--- src/rtl/i2s_codec_ep.sv ---
// I2S target endpoint (Philips format, MSB first).
// Captures the controller's SD line into stereo frames and drives stereo frames back on SD.
module i2s_codec_ep #(
    parameter int DATA_WIDTH  = 32,
    parameter int SYNC_STAGES = 2
) (
    input  logic                      clk_i,
    input  logic                      rst_i,
    input  logic                      en_i,
    input  logic [1:0]                wlen_i,
    input  logic                      sck_i,
    input  logic                      ws_i,
    input  logic                      sd_i,
    output logic                      sd_o,
    input  logic                      tx_valid_i,
    output logic                      tx_ready_o,
    input  logic [2*DATA_WIDTH-1:0]   tx_data_i,
    output logic                      rx_valid_o,
    input  logic                      rx_ready_i,
    output logic [2*DATA_WIDTH-1:0]   rx_data_o,
    output logic                      locked_o,
    output logic                      tx_udf_o,
    output logic                      rx_ovf_o
);
    localparam int DW = DATA_WIDTH;
    localparam logic [DW-1:0] MSB = {1'b1, {(DW-1){1'b0}}};

    typedef enum logic [1:0] {IDLE, SYNC, RUN} state_t;
    state_t state, state_nxt;

    logic [SYNC_STAGES-1:0] sck_sync, ws_sync, sd_sync;
    logic                   sck_d, sck_s, ws_s, sd_s;
    logic                   rise, fall;

    always_ff @(posedge clk_i) begin
        if (rst_i) begin
            sck_sync <= '0;
            ws_sync  <= '0;
            sd_sync  <= '0;
            sck_d    <= 1'b0;
        end else begin
            sck_sync <= {sck_sync[SYNC_STAGES-2:0], sck_i};
            ws_sync  <= {ws_sync[SYNC_STAGES-2:0], ws_i};
            sd_sync  <= {sd_sync[SYNC_STAGES-2:0], sd_i};
            sck_d    <= sck_s;
        end
    end

    assign sck_s = sck_sync[SYNC_STAGES-1];
    assign ws_s  = ws_sync[SYNC_STAGES-1];
    assign sd_s  = sd_sync[SYNC_STAGES-1];
    assign rise  = sck_s & ~sck_d;
    assign fall  = ~sck_s & sck_d;

    logic [5:0]    bcnt, wbits;
    logic          ws_prev, in_w, trans, xfer, done;
    logic [DW-1:0] shift, mask, word, left_w, chan;

    // mask selects the bit at slot position bcnt; it empties past DW
    assign wbits = {1'b0, wlen_i, 3'b000} + 6'd8;
    assign mask  = MSB >> bcnt;
    assign in_w  = bcnt < wbits;
    assign word  = (in_w && sd_s) ? (shift | mask) : shift;
    assign trans = rise & (ws_s ^ ws_prev);
    assign xfer  = trans & ws_prev & en_i & (state != IDLE);
    assign done  = trans & ws_prev & en_i & (state == RUN);

    always_ff @(posedge clk_i) begin
        if (rst_i) begin
            bcnt    <= '0;
            ws_prev <= 1'b0;
            shift   <= '0;
            left_w  <= '0;
        end else if (rise) begin
            if (trans) begin
                bcnt    <= '0;
                ws_prev <= ws_s;
                shift   <= '0;
                if (!ws_prev && state == RUN) left_w <= word;
            end else begin
                shift <= word;
                if (bcnt != 6'h3f) bcnt <= bcnt + 6'd1;
            end
        end
    end

    always_ff @(posedge clk_i) begin
        if (rst_i) state <= IDLE;
        else       state <= state_nxt;
    end

    always_comb begin
        state_nxt = state;
        locked_o  = 1'b0;
        case (state)
            IDLE: if (en_i) state_nxt = SYNC;
            SYNC: begin
                if (!en_i)     state_nxt = IDLE;
                else if (xfer) state_nxt = RUN;
            end
            RUN: begin
                locked_o = 1'b1;
                if (!en_i) state_nxt = IDLE;
            end
            default: state_nxt = IDLE;
        endcase
    end

    logic [2*DW-1:0] stg, act;
    logic            stg_full, accept;

    assign tx_ready_o = en_i & ~stg_full;
    assign accept     = tx_valid_i & tx_ready_o;

    always_ff @(posedge clk_i) begin
        if (rst_i || !en_i) begin
            stg      <= '0;
            stg_full <= 1'b0;
            act      <= '0;
            tx_udf_o <= 1'b0;
        end else begin
            tx_udf_o <= 1'b0;
            if (accept) stg <= tx_data_i;
            if (xfer) begin
                act      <= stg_full ? stg : '0;
                tx_udf_o <= ~stg_full;
            end
            if (accept)    stg_full <= 1'b1;
            else if (xfer) stg_full <= 1'b0;
        end
    end

    assign chan = ws_prev ? act[DW-1:0] : act[2*DW-1:DW];

    always_ff @(posedge clk_i) begin
        if (rst_i || !en_i)
            sd_o <= 1'b0;
        else if (fall && state == RUN)
            sd_o <= in_w & (|(chan & mask));
    end

    // a consume coinciding with completion is not an overflow
    always_ff @(posedge clk_i) begin
        if (rst_i) begin
            rx_valid_o <= 1'b0;
            rx_data_o  <= '0;
            rx_ovf_o   <= 1'b0;
        end else begin
            rx_ovf_o <= 1'b0;
            if (!en_i) begin
                rx_valid_o <= 1'b0;
            end else if (done) begin
                rx_data_o  <= {left_w, word};
                rx_valid_o <= 1'b1;
                rx_ovf_o   <= rx_valid_o & ~rx_ready_i;
            end else if (rx_ready_i) begin
                rx_valid_o <= 1'b0;
            end
        end
    end
endmodule
--- config.mk ---
export PLATFORM = sky130hd
export DESIGN_NAME = i2s_codec_ep
export DESIGN_NICKNAME = d
export VERILOG_FILES = /design/src/rtl/i2s_codec_ep.sv
export SDC_FILE = /design/constraint.sdc
export NUM_CORES = 1
export LEC_CHECK = 0
export ABC_CLOCK_PERIOD_IN_PS = 3200
export CORE_MARGIN = 4
export CORE_UTILIZATION = 55
export CTS_CLUSTER_SIZE = 8
export DETAILED_ROUTE_END_ITERATION = 10
export GPL_TIMING_DRIVEN = 0
export HOLD_SLACK_MARGIN = 0.02
export PLACE_DENSITY = 0.84
export SYNTH_ARGS = -nofsm -noshare
export SYNTH_HDL_FRONTEND = slang
export SYNTH_SLANG_ARGS = --single-unit
export TNS_END_PERCENT = 100
--- constraint.sdc ---
create_clock -name clk_i -period 3.2 [get_ports clk_i]
set_input_delay 0.64 -clock clk_i [delete_from_list [all_inputs] [get_ports clk_i]]
set_output_delay 0.64 -clock clk_i [all_outputs]
set_load 0.05 [all_outputs]
==> summary.txt <==
Clock network
  • H-tree depth reported by CTS: 2
  • Count of hold buffers inserted by post-cts repair: 0
  • Worst skew pair latency: about 0.52 ns
  • Number of clock sinks seen by CTS: 277
  • Clock root cell: sky130_fd_sc_hd__clkbuf_16
  • Number of buffers added for setup after CTS: 0
  • Max Root-Sink Buffers: 3
  • Total clock buffers created by CTS: 40
  • TritonCTS clock tree: done
  • Clock-pin transition on the worst setup and hold timing paths: 0.05 ns
  • Number of resized instances in the post-cts repair step: 0

Logic synthesis
  • Cell taking the most area after synthesis: sky130_fd_sc_hd__dfxtp_1
  • Netlist Area Pre-Place: ~11,000 µm²
  • Total of warnings raised by yosys: 0
  • Number of flops mapped to enable cells by yosys: 0
  • Synthesized Nets: 1,328
  • Number of instances in the synthesized netlist: 1,245
  • Per-instance average area after synthesis: 8.59 µm²
  • Area share of the largest cell type after synthesis: 0.518
  • #FFs+latches synth: 277
  • Sequential share of the synthesized area: 0.518
  • Predominant post-synthesis flop cell: sky130_fd_sc_hd__dfxtp_1
  • Share of async-settable or async-resettable flops after synthesis: 0
  • Post-synthesis cell type count: 60
  • Top cells by area, synth: sky130_fd_sc_hd__dfxtp_1 (52%), sky130_fd_sc_hd__a21oi_1 (10%), sky130_fd_sc_hd__nand2_1 (9.3%)

Detailed routing
  • Antenna viol nets, final: 0
  • Number of search-and-repair iterations in the first detailed-routing pass: 5
  • # DRC: 0
  • DR WL/cell: 17.3 µm
  • Routed vias/inst: 5.65
  • Routed Wire Length: 29,300 µm
  • Detailed-route via count: 9,555
  • Violation count after the first detailed-routing iteration: just over 700

Critical path
  • Top fanout value on the critical path: 4
  • Worst-case register-to-register setup slack: 0.36 ns
  • Slowest-stage cell, CP: sky130_fd_sc_hd__clkdlybuf4s50_1
  • Endpoint required time on the critical path: 2.56 ns
  • Buf+Inv Stages, Crit Path: 2
  • Start-to-end type of the worst setup path: input port to output port
  • Peak per-stage delay on the critical path: 0.84 ns
  • Critical path's top delay family: buffers and inverters
  • Startpoint type of the worst setup path: input port
  • Start point of the critical path: en_i
  • Cell seen most often among critical-path stages: sky130_fd_sc_hd__clkdlybuf4s50_1
  • Critical Path End Type: output port
  • CP arrival: roughly 2.4 ns
  • Sequence of cells on the critical path: clkdlybuf4s50_1 > nor2b_1 > clkdlybuf4s50_1
  • Launch instance of the worst register-to-register path: bcnt[2]

Global route
  • Maximum number of pins on one net before global-route repair: 11
  • Total grt overflow: 0
  • Via count of the first global-routing pass: about 9,400
  • First-pass GRT wire length: 47,100 µm
  • Global Route Usage Sum: 0.265
  • Initial antenna violation count: 0

Die
  • Placeable core area: 18,900 µm²
  • DIE WIDTH: 147 µm
  • Y dimension of the die: between 100 and 150 µm
  • Number of standard-cell rows in the floorplan: 50
  • Area of the die: 21,700 µm²
  • Starting density of the core: 0.566
  • Ports: 144

Timing
  • RSZ-0062 raised after global routing: no
  • Final slew viol count: 0
  • Final critical path time including I/O delays and setup: between 3 and 4 ns
  • Slew HR: 0.217
  • Count of endpoints failing setup in the final report: 0
  • Tightest Pin Transition: 1.17 ns
  • Highest clock frequency the design can meet: 0.332 GHz
  • Hold Violations, Final: 0
  • TNS Setup: 0 ns
  • Clock skew after layout: 0.0183 ns
  • Final worst-path cycle share: 0.940

Placed design
  • HPWL Detailed: 21,200 µm
  • GPL Wtd Cong: 0.938
  • # port buffers: 142
  • Placed cell areas: 12,400 µm²

Finish
  • Final Util: 0.715
  • Relative area change from synthesis to final layout: 26.4%
  • Final Cell Area: 13,500 µm²
  • Fraction of layout instances using a drive strength above 1: 0.102
  • Final antenna diode count: 0
  • Post-layout nets: 1,512
  • Fill cells: 1,471

Min path
  • Start point of the worst hold path: sd_sync[0]
  • Type of the most critical hold path: flip-flop to flip-flop

Pwr
  • Worst ir drop on vdd: 0.000323 V
  • Areal power density over the cells: 554 nW/µm²
  • Leakage power total: 4.48 nW

Job
  • Max-capacitance violation count: 0

Outcome
  • Status: completed
[state kept, by name, summed over array words and instances, names as in the netlist, 2 cells and up]
signal,count
rx_data_o,64
sd_sync,2
act,64
ws_sync,2
left_w,32
shift,32
state,2
sck_sync,2
stg,64
bcnt,6
[final cells by class]
type | count | area, µm² | area share
sequential | 277 | 5550 | 0.410
clock buffer | 42 | 1050 | 0.0778
buffer | 100 | 483 | 0.0357
tap | 260 | 325 | 0.0241
inverter | 11 | 41.3 | 0.00305
timing repair buffer | 142 | 1420 | 0.105
multi-input combinational | 857 | 4630 | 0.342
clock inverter | 2 | 21.3 | 0.00157
[cells in the final DEF (no fill, tap or decap), drive strengths merged, types with 4 or more instances in the layout]
cell type | netlist | routed
mux2i | 8 | 8
a31oi | 8 | 8
nand3 | 66 | 66
nor2 | 112 | 112
mux2 | 19 | 19
nand2 | 265 | 265
nor3b | 4 | 4
a21oi | 224 | 224
and2b | 4 | 4
clkdlybuf4s50 | 0 | 142
inv | 11 | 11
nand2b | 6 | 6
a211oi | 66 | 66
and3 | 5 | 5
nor3 | 6 | 6
dfxtp | 277 | 277
ha | 9 | 9
nor2b | 11 | 11
clkbuf | 62 | 104
buf | 38 | 38
[worst paths after layout]
kind | cells after the start | endpoint
worst min-delay path | 1 | sd_sync[1]
worst min register to register | 1 | sd_sync[1]
worst max register to register | 10 | sd_o
worst max-delay path | 3 | tx_ready_o
[through the flow]
step           total power [mW]  std cells  hold WS [ns]  setup slack (ns)
2_1_floorplan              3.72       1245         0.414             0.720
3_3_place_gp               3.86       1647         0.421            0.0257
3_5_place_dp               3.87       1647         0.431           0.00151
4_1_cts                    7.50       1691         0.434             0.218
5_1_grt                    7.69       1691         0.450             0.158
6_report                   7.49       1691         0.429             0.192
[routing by layer]
layer,global-route usage,part of all wire,up-vias
li1,-,-,4607
met1,0.330,0.40,4385
met2,0.452,0.48,476
met3,0.0484,0.079,87
met4,0.117,0.039,0
met5,0,0,-
[logic make-up after synthesis]
logic type | synth area share
simple gates | 0.203
compound gates | 0.182
mux | 0.0338
fa+ha+maj | 0.0105
flops | 0.518
buf+inv | 0.0490
xor+xnor | 0.00328
[report_power, final]
part	total (mW)	leakage, nW	switching, mW	internal (mW)
Combinational	0.308	1.72	0.175	0.133
Clock	3.68	0.528	1.39	2.29
Sequential	3.50	2.24	0.0171	3.48
Total	7.49	4.48	1.58	5.90
[synth_stat cells (all sizes together), types with 6 or more instances]
cell type,n
mux2,19
nor2,112
dfxtp,277
clkbuf,62
nor3,6
ha,9
mux2i,8
buf,38
a31oi,8
nand3,66
inv,11
nand2,265
a211oi,66
nand2b,6
a21oi,224
nor2b,11
Note: power is estimated with default switching activity, not from simulation.
